===== src/rtl/fetch_pkg.sv =====
// Shared types and constants for the instruction-fetch stage.
package fetch_pkg;

  localparam int unsigned XLEN = 32;
  localparam logic [XLEN-1:0] NOP = 32'h0000_0013;

  typedef struct packed {
    logic [XLEN-1:0] pc;
    logic [XLEN-1:0] instr;
  } fetch_entry_t;

  function automatic int unsigned cnt_width(input int unsigned depth);
    return $clog2(depth + 1);
  endfunction

endpackage


===== src/rtl/fetch_queue.sv =====
// Small FIFO of fetched {pc, instr} entries with synchronous clear and
// combinational head read.
module fetch_queue
  import fetch_pkg::*;
#(
  parameter int unsigned DEPTH = 3
) (
  input  logic                          clk_i,
  input  logic                          rst_ni,
  input  logic                          clear_i,
  input  logic                          push_i,
  input  fetch_entry_t                  entry_i,
  input  logic                          pop_i,
  output fetch_entry_t                  head_o,
  output logic [cnt_width(DEPTH)-1:0]   count_o
);

  localparam int unsigned CW = cnt_width(DEPTH);
  localparam int unsigned PW = (DEPTH > 1) ? $clog2(DEPTH) : 1;

  fetch_entry_t  mem_q [DEPTH];
  logic [PW-1:0] wr_q, wr_d, rd_q, rd_d;
  logic [CW-1:0] count_q, count_d;

  // Pointers wrap at DEPTH, which need not be a power of two.
  function automatic logic [PW-1:0] bump(input logic [PW-1:0] p);
    return (p == PW'(DEPTH - 1)) ? '0 : p + 1'b1;
  endfunction

  always_comb begin
    wr_d    = wr_q;
    rd_d    = rd_q;
    count_d = count_q;
    if (clear_i) begin
      wr_d    = '0;
      rd_d    = '0;
      count_d = '0;
    end else begin
      if (push_i) wr_d = bump(wr_q);
      if (pop_i)  rd_d = bump(rd_q);
      count_d = count_q + CW'(push_i) - CW'(pop_i);
    end
  end

  always_ff @(posedge clk_i or negedge rst_ni) begin
    if (!rst_ni) begin
      wr_q    <= '0;
      rd_q    <= '0;
      count_q <= '0;
    end else begin
      wr_q    <= wr_d;
      rd_q    <= rd_d;
      count_q <= count_d;
    end
  end

  always_ff @(posedge clk_i) begin
    if (push_i && !clear_i) mem_q[wr_q] <= entry_i;
  end

  assign head_o  = mem_q[rd_q];
  assign count_o = count_q;

endmodule


===== src/rtl/fetch_stage.sv =====
// Instruction-fetch stage: owns the fetch PC, issues credit-limited requests
// to instruction memory and presents queued words to the decode register.
module fetch_stage
  import fetch_pkg::*;
#(
  parameter int unsigned      WIDTH    = 32,
  parameter logic [WIDTH-1:0] RESET_PC = '0,
  parameter int unsigned      QDEPTH   = 3
) (
  input  logic             clk,
  input  logic             rst_n,
  input  logic             stall,
  input  logic             redirect,
  input  logic [WIDTH-1:0] redirect_pc,
  output logic             imem_req_valid,
  input  logic             imem_req_ready,
  output logic [WIDTH-1:0] imem_req_addr,
  input  logic             imem_rsp_valid,
  input  logic [WIDTH-1:0] imem_rsp_data,
  output logic [WIDTH-1:0] PCF,
  output logic [WIDTH-1:0] instrF,
  output logic [WIDTH-1:0] PCPlus4F,
  output logic             validF
);

  localparam int unsigned CW = cnt_width(QDEPTH);

  logic [WIDTH-1:0] req_pc_q, req_pc_d, rsp_pc_q, rsp_pc_d;
  logic [CW-1:0]    out_q, out_d, drop_q, drop_d;
  logic [CW-1:0]    q_count;
  logic [CW:0]      inflight;
  fetch_entry_t     q_head, push_entry;
  logic             rsp_fire, keep, req_fire, pop;

  // Credits count words in flight plus words queued, so a push never meets a full queue.
  assign inflight       = {1'b0, out_q} + {1'b0, q_count};
  assign imem_req_valid = rst_n && !redirect && (inflight < (CW + 1)'(QDEPTH));
  assign imem_req_addr  = req_pc_q;

  assign rsp_fire   = imem_rsp_valid && (out_q != '0);
  assign keep       = rsp_fire && (drop_q == '0) && !redirect;
  assign req_fire   = imem_req_valid && imem_req_ready;
  assign pop        = validF && !stall && !redirect;
  assign push_entry = '{pc: rsp_pc_q, instr: imem_rsp_data};

  always_comb begin
    out_d    = out_q + CW'(req_fire) - CW'(rsp_fire);
    drop_d   = drop_q;
    req_pc_d = req_pc_q;
    rsp_pc_d = rsp_pc_q;
    if (redirect) begin
      drop_d   = out_q - CW'(rsp_fire);
      req_pc_d = redirect_pc;
      rsp_pc_d = redirect_pc;
    end else begin
      if (rsp_fire && (drop_q != '0)) drop_d = drop_q - 1'b1;
      if (req_fire) req_pc_d = req_pc_q + WIDTH'(4);
      if (keep)     rsp_pc_d = rsp_pc_q + WIDTH'(4);
    end
  end

  always_ff @(posedge clk or negedge rst_n) begin
    if (!rst_n) begin
      req_pc_q <= RESET_PC;
      rsp_pc_q <= RESET_PC;
      out_q    <= '0;
      drop_q   <= '0;
    end else begin
      req_pc_q <= req_pc_d;
      rsp_pc_q <= rsp_pc_d;
      out_q    <= out_d;
      drop_q   <= drop_d;
    end
  end

  fetch_queue #(
    .DEPTH(QDEPTH)
  ) u_queue (
    .clk_i   (clk),
    .rst_ni  (rst_n),
    .clear_i (redirect),
    .push_i  (keep),
    .entry_i (push_entry),
    .pop_i   (pop),
    .head_o  (q_head),
    .count_o (q_count)
  );

  assign validF   = (q_count != '0);
  assign instrF   = validF ? q_head.instr : NOP;
  assign PCF      = validF ? q_head.pc : '0;
  assign PCPlus4F = validF ? q_head.pc + WIDTH'(4) : '0;

endmodule


===== config.mk =====
export PLATFORM = sky130hd
export DESIGN_NAME = fetch_stage
export DESIGN_NICKNAME = d
export VERILOG_FILES = /design/src/rtl/fetch_pkg.sv /design/src/rtl/fetch_queue.sv /design/src/rtl/fetch_stage.sv
export SDC_FILE = /design/constraint.sdc
export NUM_CORES = 1
export LEC_CHECK = 0
export ABC_AREA = 0
export CORE_MARGIN = 2
export CORE_UTILIZATION = 50
export DETAILED_ROUTE_END_ITERATION = 10
export PLACE_DENSITY_LB_ADDON = 0.2
export SYNTH_ARGS = -nofsm -noshare
export SYNTH_HDL_FRONTEND = slang
export SYNTH_HIERARCHICAL = 1
export SYNTH_SLANG_ARGS = --single-unit

===== constraint.sdc =====
create_clock -name clk -period 7.05 [get_ports clk]
set_clock_uncertainty 0.05 [all_clocks]
set_input_delay 1.0575 -clock clk [delete_from_list [all_inputs] [get_ports clk]]
set_output_delay 1.0575 -clock clk [all_outputs]
set_load 0.05 [all_outputs]

; After elaboration in Yosys (flattened, before gate mapping)
; Memory sizes are Yosys's and may differ from the RTL's.
; Index checks and enable logic that the tools add are counted.
[op_classes]
addsub = 12
mul = 0
div_mod_pow = 0
order_cmp = 1
eq_ne = 2
n_shift = 0
muxes = 18
n_bitwise = 0
reduce_logical = 20
[ops]
columns = cell, n
row1 = $mux W32, 7
row2 = $add A32 B3 Y32 const B, 3
row3 = $mux W2, 9
row4 = $reduce_bool A2 Y1, 7
row5 = $logic_and A1 B1 Y1, 10
row6 = $sub A2 B1 Y2, 3
row7 = $add A2 B1 Y2, 2
row8 = $add A2 B1 Y2 const B, 2
row9 = $eq A2 B2 Y1 const B, 2
row10 = $add A2 B2 Y3, 1
row11 = $lt A3 B2 Y1 const B, 1
row12 = $logic_not A1 Y1, 2
row13 = $logic_not A2 Y1, 1
row14 = $mux W1, 2
row15 = $sub A2 B1 Y2 const B, 1
[totals]
regBits = 74
latch_bits = 0
mem_bits_rw = 192
rom_bits = 0
in_bits = 70
out_inout_bits = 130
wordCells = 61
n_memories = 1
[mem_list]
columns = memory, words, width, rd, rd_clocked_by_memory_dff, write_ports, line_no
row1 = u_queue.mem_q, 3, 64, 1, 0, 1, fetch_queue.sv:21  ; fetch_entry_t mem_q [DEPTH];

; Longest topological paths before layout
[depth]
word_depth = 7
ltp_mapped = 12

; By module
; Netlist, hierarchy kept.
[by_module_without_submodules]
columns = module, n_inst, cells_each, area_per_inst_um2, seq_area_each_um2
row1 = fetch_queue, 1, 435, 7409.6, 5915.7
row2 = fetch_stage, 1, 593, 4869.7, 1701.6

; Least setup slack after synthesis
; No wires, ideal clock.
[synth_path]
path_type = input -> register
start = input redirect
end = memory u_queue/mem_q[2][0] (netlist name) (enable)
arrival_ps = 6443
t_required_ps = 6422
path_slack_ps = -21
path_stages = 5
path_buffers = 2
path_cell_list = buf_2 clkbuf_1 nor2_1 nand2b_1 nor3b_1
[synth_via]
elab_chain_len = 5
[synth_lines]
columns = item, line_no
row1 = start: declaration, fetch_stage.sv:13  ; input logic redirect,
row2 = $logic_not A1 Y1, fetch_stage.sv:41  ; assign keep = rsp_fire && (drop_q == '0) && !redirect;
row3 = $logic_and A1 B1 Y1, fetch_stage.sv:41
row4 = via keep, fetch_stage.sv:33  ; logic rsp_fire, keep, req_fire, pop;
row5 = $logic_and A1 B1 Y1, fetch_queue.sv:58  ; if (push_i && !clear_i) mem_q[wr_q] <= entry_i;
row6 = $mux W1, fetch_queue.sv:58
row7 = $mux W1 (not written as such), fetch_queue.sv:58
row8 = end: declaration, fetch_queue.sv:21
; The timed path passes the listed nets, and every way through them passes these cells.

==> flow_summary.json <==
{
  "setup_ws_ns": 1.09,
  "min_period_ns": 5.96,
  "cp_max_fo": 52,
  "cts_buffers": 27,
  "io_buffers": 199,
  "drc_errors": 0,
  "synth_top_area_cell": "edfxtp_1",
  "cap_violations": 0,
  "clockBufferDepth": 3,
  "crit_type": "flip-flop to primary output",
  "synth_area_leaders": "edfxtp_1 (47%), dfrtp_1 (15%), mux2i_1 (5.3%), o21ai_0 (4.6%), nand2_1 (4.1%)",
  "p_seq_share_pct": 40.2,
  "finalNetCount": 1299,
  "hold_viol_final": 0,
  "num_rows": 57,
  "syn-num-nets": 1109,
  "grt_max_degree": 132,
  "netlist_area_mm2": 0.0123,
  "die_width_um": 161,
  "post_cts_resized": 0,
  "status": "finished clean",
  "layout-drive-gt1-share_pct": 6.70,
  "slew_headroom_pct": 17.6,
  "synth_adder_area_share_pct": 1.18,
  "cts_tree": "built",
  "h-tree-depth": 1,
  "clkSlewWorstSetupHoldPaths_ns": 0.06,
  "worstPathArrival_ns": 4.85,
  "critPathCaptureType": "primary output",
  "swShare_pct": 34.0,
  "setup_violations": 0,
  "synth_edf_count": 192,
  "dp_hpwl_um": 17900,
  "hold_path_class": "flip-flop to flip-flop",
  "seqCellArea_mm2": 0.00762,
  "synthArstFlopShare_pct": 27.8,
  "place.gp.congestion": 0.837,
  "first_iter_violations": 675,
  "internal_power_uw": 3110,
  "die_area_mm2": 0.0258,
  "synthDominantCellAreaShare_pct": 47.0,
  "seq_area_frac_synth_pct": 62.0,
  "routed_wl_um": 27400,
  "power_frac_clock_pct": 30.4,
  "vias": 8497,
  "grt_usage_pct": 21.2,
  "syn_inst": 1028,
  "synthTopCellsByCount": "edfxtp_1 (192), nand2_1 (133), o21ai_0 (113), dfrtp_1 (74), mux2i_1 (65)",
  "p_comb_share_pct": 29.4,
  "p_leak_uw": 0.00521,
  "rsz0062_at_grt": "no",
  "cts_sinks": 266,
  "worst_pin_slew_ns": 1.22,
  "ys_types": 53,
  "coreArea_mm2": 0.0242,
  "antenna_found_initial": 0,
  "synthSimpleGateAreaFrac_pct": 16.0,
  "synth_xor_area_share_pct": 4.75,
  "pre_cts_ws_ns": 1.63,
  "synth-seq-cells": 266,
  "avgSynthCellArea_um2": 11.9,
  "cts_setup_buffers": 0,
  "ant_nets": 0,
  "wl_per_cell_um": 17.5,
  "vdd_ir_drop_max_mv": 0.150,
  "overflow": 0,
  "multi_input_area_mm2": 0.00437,
  "ys_warn_count": 6,
  "synth_top_family_by_area": "simple AND/OR/NAND/NOR gates",
  "via_per_inst": 5.44,
  "start_util_pct": 50.6,
  "grt_pass1_wl_um": 43900,
  "power_density_mw_per_mm2": 305,
  "muxShareOfSynthArea_pct": 6.03,
  "critPathRequiredTime_ns": 5.94,
  "synth.most_common_cell": "edfxtp_1",
  "synth-main-ff-cell": "edfxtp_1",
  "clock.fmax_ghz": 0.168,
  "clk_latency_ns": 0.52,
  "start_kind": "flip-flop",
  "tns_ns": 0,
  "diodes": 0,
  "drtPass1Iterations": 7,
  "fin_crit_sh_pct": 84.6,
  "power.net_switching_uw": 1600,
  "fill_cells": 1897,
  "io_pins": 200,
  "finalMaxSlewViolations": 0,
  "postCtsHoldBufs": 0,
  "rrSetupSlack_ns": 3.44,
  "cts-root-buf": "clkbuf_16",
  "synth-compound-area-share_pct": 7.44,
  "grt_pass1_vias": 8329,
  "syn_to_final_growth_pct": 25.9,
  "fp.dieH_um": 161
}
-- state kept, by name, summed over array words and instances, names as in the netlist --
signal	cells
drop_q	2
u_queue/rd_q	2
out_q	2
imem_req_addr	32
u_queue/mem_q	192
rsp_pc_q	32
u_queue/wr_q	2
u_queue/count_o	2
-- worst max-delay path: stages (launching register included) --
cell and delay, ns:
dfrtp_4 1.05, mux2i_1 0.15, o21ai_0 0.62, nand4_2 0.24
nor4_4 0.67, nand4_4 0.20, or3_1 0.40, a21oi_1 0.15
clkdlybuf4s50_1 0.82
-- layout make-up --
type / count / area share [%]
clock buffers: 34 / 4.80
clock inverters: 16 / 1.10
inverters: 17 / 0.413
multi-input cells: 694 / 28.3
flip-flops and latches: 266 / 49.3
well taps: 324 / 2.62
repair buffers: 212 / 13.5
-- power by group through the flow --
stage | combinational, µW | sequential, µW | clock (µW)
4_1_cts | 1390 | 1890 | 1460
5_1_grt | 1470 | 1910 | 1530
3_5_place_dp | 1390 | 1920 | 0
2_1_floorplan | 859 | 1970 | 0
6_report | 1380 | 1890 | 1430
3_3_place_gp | 1380 | 1920 | 0
-- layout by cell type (no fill, tap or decap), types with 3 or more instances in the layout --
| cell | count |
|---|---|
| clkdlybuf4s50_1 | 197 |
| edfxtp_1 | 192 |
| nand2_1 | 133 |
| o21ai_0 | 113 |
| dfrtp_1 | 72 |
| mux2i_1 | 65 |
| and2_1 | 61 |
| nor2_1 | 48 |
| xor2_1 | 46 |
| nand3_1 | 46 |
| clkbuf_16 | 27 |
| nand4_1 | 26 |
| xnor2_1 | 18 |
| inv_1 | 15 |
| a21oi_1 | 15 |
| and3_1 | 14 |
| buf_4 | 14 |
| o311ai_0 | 10 |
| ha_1 | 10 |
| nand2b_1 | 8 |
| nor4_1 | 8 |
| o211ai_1 | 8 |
| mux2_2 | 8 |
| nor3_1 | 7 |
| and4_1 | 6 |
| a31oi_1 | 6 |
| clkinv_1 | 5 |
| clkbuf_8 | 4 |
| clkinv_2 | 4 |
| or3_1 | 3 |
| a41oi_1 | 3 |
| or4_1 | 3 |
| clkinvlp_4 | 3 |
| clkbuf_1 | 3 |
| bufinv_16 | 3 |
-- metal layers --
metal	GRT usage, %	share of wire [%]	wire, µm	vias up
met5	0	0	0	-
met1	30.5	46	12600	4061
met2	34.4	46	12700	278
li1	-	-	-	4127
met3	2.84	6.2	1700	31
met4	5.48	1.5	400	0
-- path summary, 6_finish.rpt --
path / start / cells after the start / end
setup reg to reg: out_q[0] / 12 / out_q[1]
hold / removal: rsp_pc_q[0] / 0 / u_queue/mem_q[0][32]
hold reg to reg: rsp_pc_q[0] / 0 / u_queue/mem_q[0][32]
min in group asynchronous: rst_n / 2 / imem_req_addr[16]
max in group asynchronous: rst_n / 2 / u_queue/rd_q[0]
setup / recovery: u_queue/rd_q[0] / 8 / PCPlus4F[31]
-- per-stage QoR --
step / cells / util, % / total power (µW) / hold slack, ns / area (µm²)
2_1_floorplan: 1028 / - / 2830 / 0.409 / 12300
3_3_place_gp: 1513 / 60.0 / 3300 / 0.426 / 14500
3_5_place_dp: 1513 / 60.0 / 3310 / 0.426 / 14500
4_1_cts: 1563 / 63.7 / 4750 / 0.442 / 15500
5_1_grt: 1563 / 63.7 / 4910 / 0.468 / 15500
6_report: 1563 / 63.7 / 4710 / 0.438 / 15500
-- kinds of logic (layout without fill, tap and decap cells) --
| family | count (synthesis) | count (layout) |
|---|---|---|
| AO/OA/AOI/OAI | 162 | 162 |
| XOR/XNOR | 65 | 65 |
| adder cells (fa/ha/maj) | 11 | 11 |
| AND/OR/NAND/NOR | 383 | 383 |
| buffers and inverters | 68 | 279 |
| flip-flops | 266 | 266 |
| multiplexers | 73 | 73 |
Power figures use the tool's default switching activity.
